===== src/rtl/burst_control_unit_if.sv =====
// Memory handshake bundle between the burst control unit and the
// instruction/data memories.
interface burst_control_unit_if;
    logic imem_ready;
    logic dmem_ready;
    logic mem_read;
    logic mem_write;

    modport master (
        input  imem_ready,
        input  dmem_ready,
        output mem_read,
        output mem_write
    );

    modport slave (
        output imem_ready,
        output dmem_ready,
        input  mem_read,
        input  mem_write
    );
endinterface


===== src/rtl/burst_control_unit.sv =====
// Multicycle control FSM with memory ready handshakes, N-beat LDW/SDW
// bursts and a trap state for illegal opcodes and register-file faults.
module burst_control_unit #(
    parameter int OPW        = 6,
    parameter int WIDE_BEATS = 2,
    parameter int BEAT_W     = $clog2(WIDE_BEATS),
    parameter bit TRAP_EN    = 1'b1
) (
    input  logic                 clk,
    input  logic                 reset,
    input  logic [OPW-1:0]       opcode,
    input  logic                 zero,
    input  logic                 positive,
    input  logic                 negative,
    input  logic                 exception,
    burst_control_unit_if.master mem,
    output logic                 pc_write,
    output logic                 reg_read,
    output logic                 reg_write,
    output logic                 reg_write_addr_sel,
    output logic                 mem_to_reg,
    output logic [BEAT_W-1:0]    beat_idx,
    output logic                 branch,
    output logic                 jump,
    output logic                 jr,
    output logic [1:0]           alu_op,
    output logic                 alu_src_b,
    output logic                 stall,
    output logic                 trap,
    output logic [2:0]           state_o
);

    typedef enum logic [2:0] {
        S_FETCH      = 3'd0,
        S_DECODE     = 3'd1,
        S_EXECUTE    = 3'd2,
        S_MEMORY     = 3'd3,
        S_WRITE_BACK = 3'd4,
        S_TRAP       = 3'd5
    } state_t;

    localparam int XW = OPW + 5;
    localparam logic [BEAT_W-1:0] LAST_BEAT = BEAT_W'(WIDE_BEATS - 1);

    state_t            state_q;
    state_t            next_state;
    logic [BEAT_W-1:0] beat_q;
    logic [BEAT_W-1:0] beat_d;

    logic [XW-1:0] op_ext;
    logic          illegal;
    logic [15:0]   op;
    logic          is_wide;
    logic          exc_trap;

    // Zero-extend so the >=16 test works for any OPW without slicing.
    assign op_ext   = XW'(opcode);
    assign illegal  = (op_ext >= XW'(16));
    assign op       = illegal ? 16'd0 : (16'd1 << opcode[3:0]);
    assign is_wide  = op[8] | op[9];
    assign exc_trap = TRAP_EN && is_wide && exception;

    always_ff @(posedge clk) begin
        if (reset) begin
            state_q <= S_FETCH;
            beat_q  <= '0;
        end else begin
            state_q <= next_state;
            beat_q  <= beat_d;
        end
    end

    always_comb begin
        next_state         = S_FETCH;
        beat_d             = '0;
        pc_write           = 1'b0;
        reg_read           = 1'b0;
        reg_write          = 1'b0;
        reg_write_addr_sel = 1'b0;
        mem.mem_read       = 1'b0;
        mem.mem_write      = 1'b0;
        mem_to_reg         = 1'b0;
        branch             = 1'b0;
        jump               = 1'b0;
        jr                 = 1'b0;
        alu_op             = 2'b00;
        alu_src_b          = 1'b0;
        stall              = 1'b0;
        trap               = 1'b0;

        case (state_q)
            S_FETCH: begin
                pc_write   = mem.imem_ready;
                next_state = mem.imem_ready ? S_DECODE : S_FETCH;
            end
            S_DECODE: begin
                reg_read = 1'b1;
                stall    = is_wide;
                if (illegal)
                    next_state = TRAP_EN ? S_TRAP : S_FETCH;
                else
                    next_state = S_EXECUTE;
            end
            S_EXECUTE: begin
                if (op[1] | op[5] | op[6] | op[7] | op[8] | op[9] |
                    op[13] | op[14] | op[15])
                    alu_op = 2'b01;
                if (op[2])
                    alu_op = 2'b10;
                if (op[3] | op[10] | op[11] | op[12])
                    alu_op = 2'b11;
                alu_src_b = |op[9:4];
                branch    = (op[10] & zero) | (op[11] & positive) |
                            (op[12] & negative);
                jump      = op[14] | op[15];
                jr        = op[13];
                if (|op[9:6])
                    next_state = S_MEMORY;
                else if (|op[14:10])
                    next_state = S_FETCH;
                else
                    next_state = S_WRITE_BACK;
            end
            S_MEMORY: begin
                stall = is_wide;
                // A fault aborts the beat before any request leaves.
                if (exc_trap) begin
                    next_state = S_TRAP;
                end else begin
                    mem.mem_read  = op[6] | op[8];
                    mem.mem_write = op[7] | op[9];
                    beat_d        = beat_q;
                    next_state    = S_MEMORY;
                    if (mem.dmem_ready) begin
                        if (is_wide) begin
                            reg_write  = op[8];
                            mem_to_reg = op[8];
                            if (beat_q == LAST_BEAT) begin
                                beat_d     = '0;
                                next_state = S_FETCH;
                            end else begin
                                beat_d = beat_q + BEAT_W'(1);
                            end
                        end else begin
                            beat_d     = '0;
                            next_state = op[6] ? S_WRITE_BACK : S_FETCH;
                        end
                    end
                end
            end
            S_WRITE_BACK: begin
                reg_write          = (|op[6:0]) | op[15];
                mem_to_reg         = op[6];
                reg_write_addr_sel = op[15];
            end
            S_TRAP: begin
                trap     = 1'b1;
                pc_write = 1'b1;
            end
            default: begin
                next_state = S_FETCH;
            end
        endcase

        if (reset) begin
            next_state         = S_FETCH;
            beat_d             = '0;
            pc_write           = 1'b0;
            reg_read           = 1'b0;
            reg_write          = 1'b0;
            reg_write_addr_sel = 1'b0;
            mem.mem_read       = 1'b0;
            mem.mem_write      = 1'b0;
            mem_to_reg         = 1'b0;
            branch             = 1'b0;
            jump               = 1'b0;
            jr                 = 1'b0;
            alu_op             = 2'b00;
            alu_src_b          = 1'b0;
            stall              = 1'b0;
            trap               = 1'b0;
        end
    end

    assign state_o  = reset ? 3'd0 : state_q;
    assign beat_idx = reset ? '0 : beat_q;

endmodule


===== src/flat_wrapper.sv =====
// flat-port wrapper written by rule: the top's interface ports become plain ports
module burst_control_unit_flat 
#(
    parameter int OPW        = 6,
    parameter int WIDE_BEATS = 2,
    parameter int BEAT_W     = $clog2(WIDE_BEATS),
    parameter bit TRAP_EN    = 1'b1
)
  (clk, reset, opcode, zero, positive, negative, exception, pc_write, reg_read, reg_write, reg_write_addr_sel, mem_to_reg, beat_idx, branch, jump, jr, alu_op, alu_src_b, stall, trap, state_o, mem_imem_ready, mem_dmem_ready, mem_mem_read, mem_mem_write);
  burst_control_unit_if mem_i ();
  input  logic clk;
  input  logic reset;
  input  logic [OPW-1:0] opcode;
  input  logic zero;
  input  logic positive;
  input  logic negative;
  input  logic exception;
  output logic pc_write;
  output logic reg_read;
  output logic reg_write;
  output logic reg_write_addr_sel;
  output logic mem_to_reg;
  output logic [BEAT_W-1:0] beat_idx;
  output logic branch;
  output logic jump;
  output logic jr;
  output logic [1:0] alu_op;
  output logic alu_src_b;
  output logic stall;
  output logic trap;
  output logic [2:0] state_o;
  input wire logic [$bits(mem_i.imem_ready)-1:0] mem_imem_ready;
  input wire logic [$bits(mem_i.dmem_ready)-1:0] mem_dmem_ready;
  output wire logic [$bits(mem_i.mem_read)-1:0] mem_mem_read;
  output wire logic [$bits(mem_i.mem_write)-1:0] mem_mem_write;
  assign mem_i.imem_ready = mem_imem_ready;
  assign mem_i.dmem_ready = mem_dmem_ready;
  assign mem_mem_read = mem_i.mem_read;
  assign mem_mem_write = mem_i.mem_write;
  burst_control_unit #(.OPW(OPW), .WIDE_BEATS(WIDE_BEATS), .BEAT_W(BEAT_W), .TRAP_EN(TRAP_EN)) u_core (.clk(clk), .reset(reset), .opcode(opcode), .zero(zero), .positive(positive), .negative(negative), .exception(exception), .mem(mem_i), .pc_write(pc_write), .reg_read(reg_read), .reg_write(reg_write), .reg_write_addr_sel(reg_write_addr_sel), .mem_to_reg(mem_to_reg), .beat_idx(beat_idx), .branch(branch), .jump(jump), .jr(jr), .alu_op(alu_op), .alu_src_b(alu_src_b), .stall(stall), .trap(trap), .state_o(state_o));
endmodule

===== config.mk =====
export PLATFORM = sky130hd
export DESIGN_NAME = burst_control_unit_flat
export DESIGN_NICKNAME = d
export VERILOG_FILES = /design/src/rtl/burst_control_unit_if.sv /design/src/rtl/burst_control_unit.sv /design/src/flat_wrapper.sv
export SDC_FILE = /design/constraint.sdc
export NUM_CORES = 1
export LEC_CHECK = 0
export BUFFER_PORTS_ARGS = -buffer_cell sky130_fd_sc_hd__buf_2
export CAP_MARGIN = 30
export CORE_MARGIN = 2
export CORE_UTILIZATION = 43
export DETAILED_ROUTE_END_ITERATION = 8
export GPL_TIMING_DRIVEN = 0
export PLACE_DENSITY = 0.9
export SETUP_SLACK_MARGIN = 0.05
export SYNTH_ARGS = -nofsm -noshare
export SYNTH_HDL_FRONTEND = slang
export SYNTH_SLANG_ARGS = --single-unit

===== constraint.sdc =====
create_clock -name clk -period 2.3 [get_ports clk]
set_input_delay 0.46 -clock clk [delete_from_list [all_inputs] [get_ports clk]]
set_output_delay 0.46 -clock clk [all_outputs]
set_load 0.05 [all_outputs]

# [After elaboration in Yosys (flattened, before gate mapping)]
# Index checks and enable logic that the tools add are counted.
[totals] register_bits=4 latchBits=0 ramBits=0 romBits=0 inputBits=14 output_inout_bits=19 mem_count=0
[classes] n_addsub=1 n_mul=0 n_div=0 magnitude_cmp=1 n_eq_ne=5 shift=1 n_mux=51 n_bitwise=22 n_reduce_logical=8
[ops] cell="$mux 1" n=33
[ops] cell="$mux 3" n=8
[ops] cell="$or 1x1->1" n=18
[ops] cell="$mux 16" n=1
[ops] cell="$shl 1x4->16 const A" n=1
[ops] cell="$pmux 3 s4" n=1
[ops] cell="$mux 2" n=5
[ops] cell="$reduce_or 7->1" n=1
[ops] cell="$eq 3x2->1 const B" n=2
[ops] cell="$eq 3x3->1 const B" n=2
[ops] cell="$ge 6x5->1 const B" n=1
[ops] cell="$pmux 1 s2" n=3
[ops] cell="$reduce_or 6->1" n=1
[ops] cell="$reduce_or 5->1" n=1
[ops] cell="$reduce_or 4->1" n=1
[ops] cell="$and 1x1->1" n=3
[ops] cell="$eq 3x1->1 const B" n=1
[ops] cell="$logic_not 3->1" n=1
[ops] cell="$reduce_or 3->1" n=1
[ops] cell="$reduce_or 2->1" n=1
[ops] cell="$add 1x1->1 const B" n=1
[ops] cell="$logic_and 1x1->1" n=1
[ops] cell="$not 1->1" n=1

# [Longest topological paths before layout]
# Gate-level depths: netlist of the first run.
[logic_depth] ltp_word=15 depth_mapped=5

# [Least setup slack after synthesis of the first run]
# No wires, ideal clock.
[synth_timing] path_type="input to output" startpoint="in opcode[2]" endpoint="out mem_to_reg" t_arrival_ns=2.246 path_slack_ns=-0.406 stages=4 cell_sequence="buf_6 > or3b_4 > or4_4 > a21oi_1"
[synth_between] elab_chain_cells=8 word_cells_on_any_way=10 classes_between="order compare: 1; shift: 1; mux: 6; bitwise: 1; reduce/logical: 1"
[synth_rtl] element="from (decl)" line_no="flat_wrapper.sv:13" text="input logic [OPW-1:0] opcode;"
[synth_rtl] element="$ge 6x5->1 / $shl 1x4->16 (equally long branches)" line_no="burst_control_unit.sv:58, burst_control_unit.sv:59"
[synth_rtl] element="$mux 16 *" line_no="burst_control_unit.sv:59" text="assign op = illegal ? 16'd0 : (16'd1 << opcode[3:0]);"
[synth_rtl] element="$or 1x1->1" line_no="burst_control_unit.sv:60" text="assign is_wide = op[8] | op[9];"
[synth_rtl] element="$mux 1" line_no="burst_control_unit.sv:135" text="if (is_wide) begin"
[synth_rtl] element="$mux 1" line_no="burst_control_unit.sv:134" text="if (mem.dmem_ready) begin"
[synth_rtl] element="$mux 1" line_no="burst_control_unit.sv:127" text="if (exc_trap) begin"
[synth_rtl] element="$pmux 1 s2 *" line_no="burst_control_unit.sv:91" text="case (state_q)"
[synth_rtl] element="$mux 1 *" line_no="burst_control_unit.sv:165" text="if (reset) begin"
[synth_rtl] element="to (decl)" line_no="flat_wrapper.sv:22" text="output logic mem_to_reg;"
# Mark *: on every way between the ends. The rest lies on a longest branch, timed or not.

# [Worst setup path after layout of the first run]
[layout_timing] startpoint="in opcode[2]" endpoint="out reg_write"
[layout_between] elab_chain_cells=8 word_cells_on_any_way=12 classes_between="order compare: 1; shift: 1; mux: 6; bitwise: 2; reduce/logical: 2"
[layout_rtl] element="$ge 6x5->1 / $shl 1x4->16 (equally long branches)" line_no="burst_control_unit.sv:58, burst_control_unit.sv:59"
[layout_rtl] element="$mux 16 *" line_no="burst_control_unit.sv:59"
[layout_rtl] element="$or 1x1->1" line_no="burst_control_unit.sv:60"
[layout_rtl] element="$mux 1" line_no="burst_control_unit.sv:135"
[layout_rtl] element="$mux 1" line_no="burst_control_unit.sv:134"
[layout_rtl] element="$mux 1" line_no="burst_control_unit.sv:127"
[layout_rtl] element="$pmux 1 s2 *" line_no="burst_control_unit.sv:91"
[layout_rtl] element="$mux 1 *" line_no="burst_control_unit.sv:165"
[layout_rtl] element="to (decl)" line_no="flat_wrapper.sv:20" text="output logic reg_write;"
# Marked as above.

==> impl_metrics.toml, run 1 <==
[job]
drv_cap = 0

[logic_synthesis]
synth-seq-cells = 4
yosysWarningCount = 0
syn_inst = 88
syn_area_per_cell_um2 = 6.77
syn_area_um2 = 596
seq_area_frac_synth_pct = 13.4
synth.distinct_cells = 36
syn_nets = 102

[setup_path]
critPathLaunchType = "primary input"
arrival_ns = 1.82
slowest_delay_ns = 0.44
critPathLaunch = "opcode[2]"
cp_top_family = "simple AND/OR/NAND/NOR gates"
crit_end = "reg_write"
r2r-start = "u_core.state_q[1]"
cp-end-kind = "output port"
r2r_cells = 6
crit_required_ns = 1.84
reg2reg_to = "u_core.state_q[0]"
crit_cells = 6
worstSetupPathType = "in -> out"
crit_chain = "buf_8 > or3b_4 > or4_4 > o21a_1 > o22ai_4 > buf_6"
crit_buf_inv = 2
crit_path_max_fanout = 2
ff2ff_setup_slack_ns = 0.92
slowest_stage = "or4_4"

[final_layout]
final_cell_mix = "buf_2 (20), buf_4 (8), nor2_1 (6)"
num_antenna_cells = 0
final_common_cell = "buf_2"
fillers = 94
syn_to_final_growth_pct = 64.3
register_area_um2 = 85.1
final_cells = 139
nets = 140
multiInputGateArea_um2 = 571
layout-drive-gt1-share_pct = 49.2

[detailed_routing]
drcViolationCount = 0
via_per_inst = 5.88
wl_per_cell_um = 13.1
drtIter0Drc = 32
firstDrtPassIters = 4
via_count = 817
ant_nets = 0
wirelength_um = 1820

[place]
dpl.cell_count = 133
hpwlAfterDp_um = 1210
globalplace.congestion = 0.758
port-buffer-count = 30

[cts]
clock_latency_ns = 0.24
hold_buffers = 0
clkTransAtPathRegs_ns = 0.04
numCtsBuffers = 3
htree_num_levels = 1
clockBufferDepth = 2
cts_sinks = 4
cts_tree = "yes"
root_buffer = "clkbuf_4"

[floorplan]
fp.dieArea_mm2 = 0.00170
die_h_um = 41.2
io_pins = 33
core_mm2 = 0.00130
rows = 13
initial_core_util_pct = 45.8
fp.dieW_um = 41.2

[timing]
slew_headroom_pct = 66.8
skew_ns = 0.00113
maxSlewViolCount = 0
worst_pin_slew_ns = 0.498
min_period_ns = 2.28
hold_viol = 0
hold_ws_ns = 0.498
final.setup.tns_ns = 0
fin_crit_sh_pct = 99.0
rsz0062_at_grt = "yes"
setup_viol = 0
fmaxAchievable_mhz = 439

[power_and_ir_drop]
p_leak_nw = 0.388
peakVddDrop_uv = 131
pwr_density_cell_mw_per_mm2 = 310
power.total_mw = 0.303

[global_route]
grt_pass1_wl_um = 2690
grt_max_degree = 11
grt_usage_pct = 23.7
grt_overflow_total = 0
antenna_found_initial = 0
grt_pass1_vias = 678

[hold_path]
hp-class = "in -> reg"
min_from = "mem_imem_ready"

[run_status]
status = "finished, final reports clean"
==> worst min path at each step <==
stage,to,slack (ns),cells after the start
6_report,u_core.state_q[0],0.50,3
3_5_place_dp,u_core.beat_q,0.53,2
5_1_grt,u_core.state_q[0],0.52,3
2_1_floorplan,u_core.beat_q,0.49,2
3_3_place_gp,u_core.beat_q,0.52,2
4_1_cts,u_core.state_q[0],0.50,3
==> where the power goes <==
| part | total (mW) | internal [mW] | switching, mW |
|---|---|---|---|
| sequential | 0.0878 | 0.0754 | 0.0125 |
| combinational | 0.127 | 0.0521 | 0.0747 |
| clock | 0.0884 | 0.0584 | 0.0300 |
| total | 0.303 | 0.186 | 0.117 |
==> worst reg2reg max path, cell delays in order, from the launching register on <==
cell	delay [ns]
dfxtp_2	0.35
buf_6	0.15
nor2b_2	0.16
nor3b_4	0.30
buf_4	0.16
nand3_1	0.07
o211ai_1	0.11
==> routing by layer <==
layer | track usage [%] | wire [um] | up-vias
li1 | - | - | 398
met1 | 24.8 | 709 | 368
met2 | 46.5 | 931 | 43
met3 | 2.72 | 127 | 8
met4 | 9.68 | 45 | 0
met5 | 0 | 0 | -
==> registers in the layout, indices dropped and copies added (netlist names) <==
signal / count
u_core.state_q: 3
u_core.beat_q: 1
==> logic make-up (layout without fill, tap and decap cells) <==
family,count (synthesis),count (layout),share of synthesized area (%)
and+or+nand+nor,57,57,58.4
DFF,4,4,13.4
AOI/OAI and AO/OA,18,18,19.7
buffers and inverters,8,44,6.72
muxes,1,1,1.68
==> synthesized netlist by cell type (all sizes together) <==
cell type	number	share of area (%)
inv	1	0.63
a21oi	7	5.9
dfxtp	4	13
mux2i	1	1.7
a31oi	1	1.1
nand2b	4	4.2
or3b	1	1.9
o211ai	1	1.3
or2b	1	1.3
nor2b	7	7.4
o31ai	1	1.3
a211oi	1	1.3
o22ai	1	2.1
nor4	2	2.1
or4	1	1.9
or4bb	1	1.9
nand2	5	3.2
clkbuf	4	2.5
or2	1	1.1
and4b	1	1.7
nor3	4	3.4
and2	1	1.1
nand3	5	4.2
nor2	9	5.7
nor4b	1	1.5
or3	2	2.1
a22o	1	1.5
and4	1	1.5
o21ai	2	1.7
buf	3	3.6
nor3b	4	5.0
nand4	3	3.2
nand3b	2	2.5
nand4bb	1	1.9
o21a	3	3.8
==> cell type report <==
class | instances | area share [%]
clock buffers | 3 | 2.30
flip-flops and latches | 4 | 8.70
inverters | 1 | 0.384
well taps | 15 | 1.92
repair buffers | 34 | 24.0
multi-input cells | 76 | 58.3
plain buffers | 6 | 4.35
==> stage by stage <==
step,instance area [um^2],setup slack (ns),utilization [%]
after floorplan,628,-0.101,-
after global placement,797,-0.202,61.3
after detailed placement,797,-0.219,61.3
after CTS,896,0.0249,68.8
after global routing,978,-0.0205,75.2
final,978,0.0225,75.2
==> repair_timing <==
action                                  4_1_cts  5_1_grt
gates resized for setup                      18       17
buffers inserted                              3        1
pin swaps                                     1        1
endpoints found under the setup margin        8       10
(Power assumes the default switching activity.)
==> run 2: changes to the inputs <==
--- a/config.mk
+++ b/config.mk
@@ -5,10 +5,11 @@
 export SDC_FILE = /design/constraint.sdc
 export NUM_CORES = 1
 export LEC_CHECK = 0
+export ABC_AREA = 1
 export BUFFER_PORTS_ARGS = -buffer_cell sky130_fd_sc_hd__buf_2
 export CAP_MARGIN = 30
 export CORE_MARGIN = 2
-export CORE_UTILIZATION = 43
+export CORE_UTILIZATION = 45
 export DETAILED_ROUTE_END_ITERATION = 8
 export GPL_TIMING_DRIVEN = 0
 export PLACE_DENSITY = 0.9
==> run 2 against run 1 <==
  * Utilization fell by 8.5 points
  * Count of clock-buffer cells in the layout did not move
  * Sequential power fell by 9.9%
==> impl_metrics.toml, run 2 <==
[timing]
fmaxAchievable_mhz = 469
min_period_ns = 2.13
worst_pin_slew_ns = 0.420
maxSlewViolCount = 0
setup_viol = 0
rsz0062_at_grt = "no"
slew_headroom_pct = 72.0
final.setup.tns_ns = 0
fin_crit_sh_pct = 92.6
skew_ns = 0.00328
hold_viol = 0

[final_layout]
regMostFlops = "u_core.state_q"
fillers = 135
largest_reg_flops = 3
num_antenna_cells = 0
fin_area_um2 = 901
syn_to_final_growth_pct = 33.6
multiInputGateArea_um2 = 526
final_common_cell = "nor2_1"
largestRegisters = "u_core.state_q x3, u_core.beat_q x1"
layout-drive-gt1-share_pct = 32.7
register_area_um2 = 80.1
nets = 184
final_cell_mix = "nor2_1 (30), buf_2 (29), nand2_1 (28)"

[floorplan]
rows = 13
core_mm2 = 0.00135
fp.dieW_um = 42.7
die_h_um = 42.7
io_pins = 33
initial_core_util_pct = 50.0
fp.dieArea_mm2 = 0.00182

[power_and_ir_drop]
pwr_density_cell_mw_per_mm2 = 301
clockPowerShare_pct = 31.5
p_leak_nw = 0.498
p_int_mw = 0.163
p_seq_share_pct = 29.1
combPwrFrac_pct = 39.3
p_sw_mw = 0.108
peakVddDrop_uv = 370
p_sw_share_pct = 39.9

[logic_synthesis]
yosysWarningCount = 0
synth_area_leaders = "nor2_1 (18%), nand2_1 (16%), dfxtp_1 (12%), nand3_1 (12%), inv_1 (10%)"
synth_ff_type = "dfxtp_1"
syn_area_per_cell_um2 = 5.03
syn_area_um2 = 674
synthMuxAreaShare_pct = 0
yosysMostFrequentCell = "nor2_1"
synth.distinct_cells = 19
synth_xor_area_share_pct = 0
synthAdderAreaFrac_pct = 0
synth_top_cell_area_share_pct = 18.4
synth_top_cell_by_area = "nor2_1"
seq_area_frac_synth_pct = 11.9
synthTopCellsByCount = "nor2_1 (33), nand2_1 (29), inv_1 (18)"
syn_inst = 134
synth-edff-count = 0
async_flop_share_pct = 0
synth-compound-area-share_pct = 13.2
synthSimpleGateAreaFrac_pct = 61.0
synth-seq-cells = 4
synth_top_family_by_area = "simple AND/OR/NAND/NOR gates"
syn_nets = 148

[setup_path]
reg2reg_to = "u_core.state_q[2]"
r2r_cells = 7
arrival_ns = 1.67
crit_buf_inv = 4
crit_required_ns = 1.84
r2r-start = "u_core.state_q[2]"
crit_end = "alu_src_b"
cp_top_family = "buffers and inverters"
ff2ff_setup_slack_ns = 1.14
crit_path_max_fanout = 4
crit_cells = 7
slowest_stage = "dfxtp_1"
worstSetupPathType = "reg -> out"
slowest_delay_ns = 0.34
critPathLaunch = "u_core.state_q[1]"
cp-end-kind = "output port"
critPathLaunchType = "register"
crit_top_cell = "inv_1"
crit_chain = "inv_1 > nor3_4 > inv_1 > nor2_2 > inv_1 > a21oi_1 > buf_2"

[cts]
clockBufferDepth = 2
post_cts_buffers = 0
hold_buffers = 0
clkTransAtPathRegs_ns = 0.04
clock_latency_ns = 0.23
cts_tree = "yes"
cts.repair.resized = 0
numCtsBuffers = 3
root_buffer = "clkbuf_4"
cts_sinks = 4
htree_num_levels = 1

[place]
globalplace.congestion = 0.900
hpwlAfterDp_um = 1510
dpl_cell_area_um2 = 862
port-buffer-count = 31

[global_route]
grt_pass1_vias = 807
grt_usage_pct = 21.7
grt_overflow_total = 0
grt_max_degree = 11
antenna_found_initial = 0
grt_pass1_wl_um = 3110

[hold_path]
hp-class = "reg -> reg"

[detailed_routing]
via_per_inst = 5.19
drtIter0Drc = 39
ant_nets = 0
via_count = 949
wl_per_cell_um = 10.7
drcViolationCount = 0
firstDrtPassIters = 4
wirelength_um = 1960

[job]
drv_cap = 0

[run_status]
status = "finished, final reports clean"
==> run 2: cell types whose count changed after synthesis, sizes merged, moves of 3 or more <==
cell    delta
nand2     +29
nor2      +28
inv       +20
nand3     +11
nor2b      -7
nand2b     -4
nor3b      -4
clkbuf     -3
o21ai      +3
==> run 2: metrics by stage <==
step                worst slack (ns)  hold WS [ns]  power (mW)  std cells  util (%)
finish                         0.170         0.507       0.272        183      66.7
global route                  0.0422         0.567       0.291        183      66.7
CTS                           0.0828         0.519       0.271        183      65.5
detailed placement             0.147         0.507       0.182        180      63.9
global placement               0.170         0.505       0.179        180      63.9
floorplan                     0.0861         0.474       0.151        134         -
==> run 2: worst min-delay path by stage <==
stage               depth (start not counted)            end      startpoint  slack (ns)
global route                                3  u_core.beat_q  mem_dmem_ready        0.57
CTS                                         2  u_core.beat_q   u_core.beat_q        0.52
floorplan                                   2  u_core.beat_q   u_core.beat_q        0.47
finish                                      2  u_core.beat_q   u_core.beat_q        0.51
global placement                            2  u_core.beat_q   u_core.beat_q        0.50
detailed placement                          2  u_core.beat_q   u_core.beat_q        0.51
==> run 2: worst register-to-register path, stage by stage (launching register included) <==
cell	delay, ns
dfxtp_1	0.41
inv_1	0.11
nand3_1	0.17
inv_1	0.10
nand2_1	0.07
nand3_1	0.08
nand2_1	0.07
inv_1	0.04
==> run 2: layer usage <==
layer,routed length (um),global-route usage (%)
met5,0,0
met4,0,6.25
met3,179,5.11
met2,956,37.0
met1,823,26.7
==> run 2: final cells by class <==
class / count / share of cell area (%)
flip-flops and latches: 4 / 8.89
multi-input cells: 107 / 58.3
clock buffers: 3 / 2.50
repair buffers: 31 / 17.8
plain buffers: 2 / 1.67
well taps: 15 / 2.08
inverters: 21 / 8.75
==> run 2: power groups by stage <==
stage | Clock (mW) | Combinational [mW] | Sequential [mW]
floorplan | 0 | 0.0727 | 0.0780
global placement | 0 | 0.100 | 0.0788
detailed placement | 0 | 0.103 | 0.0789
CTS | 0.0885 | 0.104 | 0.0778
global route | 0.0946 | 0.117 | 0.0793
finish | 0.0856 | 0.107 | 0.0791
==> run 2: kinds of logic (layout without fill, tap and decap cells) <==
| kind of cell | after synthesis | count (layout) |
|---|---|---|
| flip-flops | 4 | 4 |
| AO/OA/AOI/OAI | 15 | 15 |
| buffers and inverters | 23 | 57 |
| AND/OR/NAND/NOR | 92 | 92 |
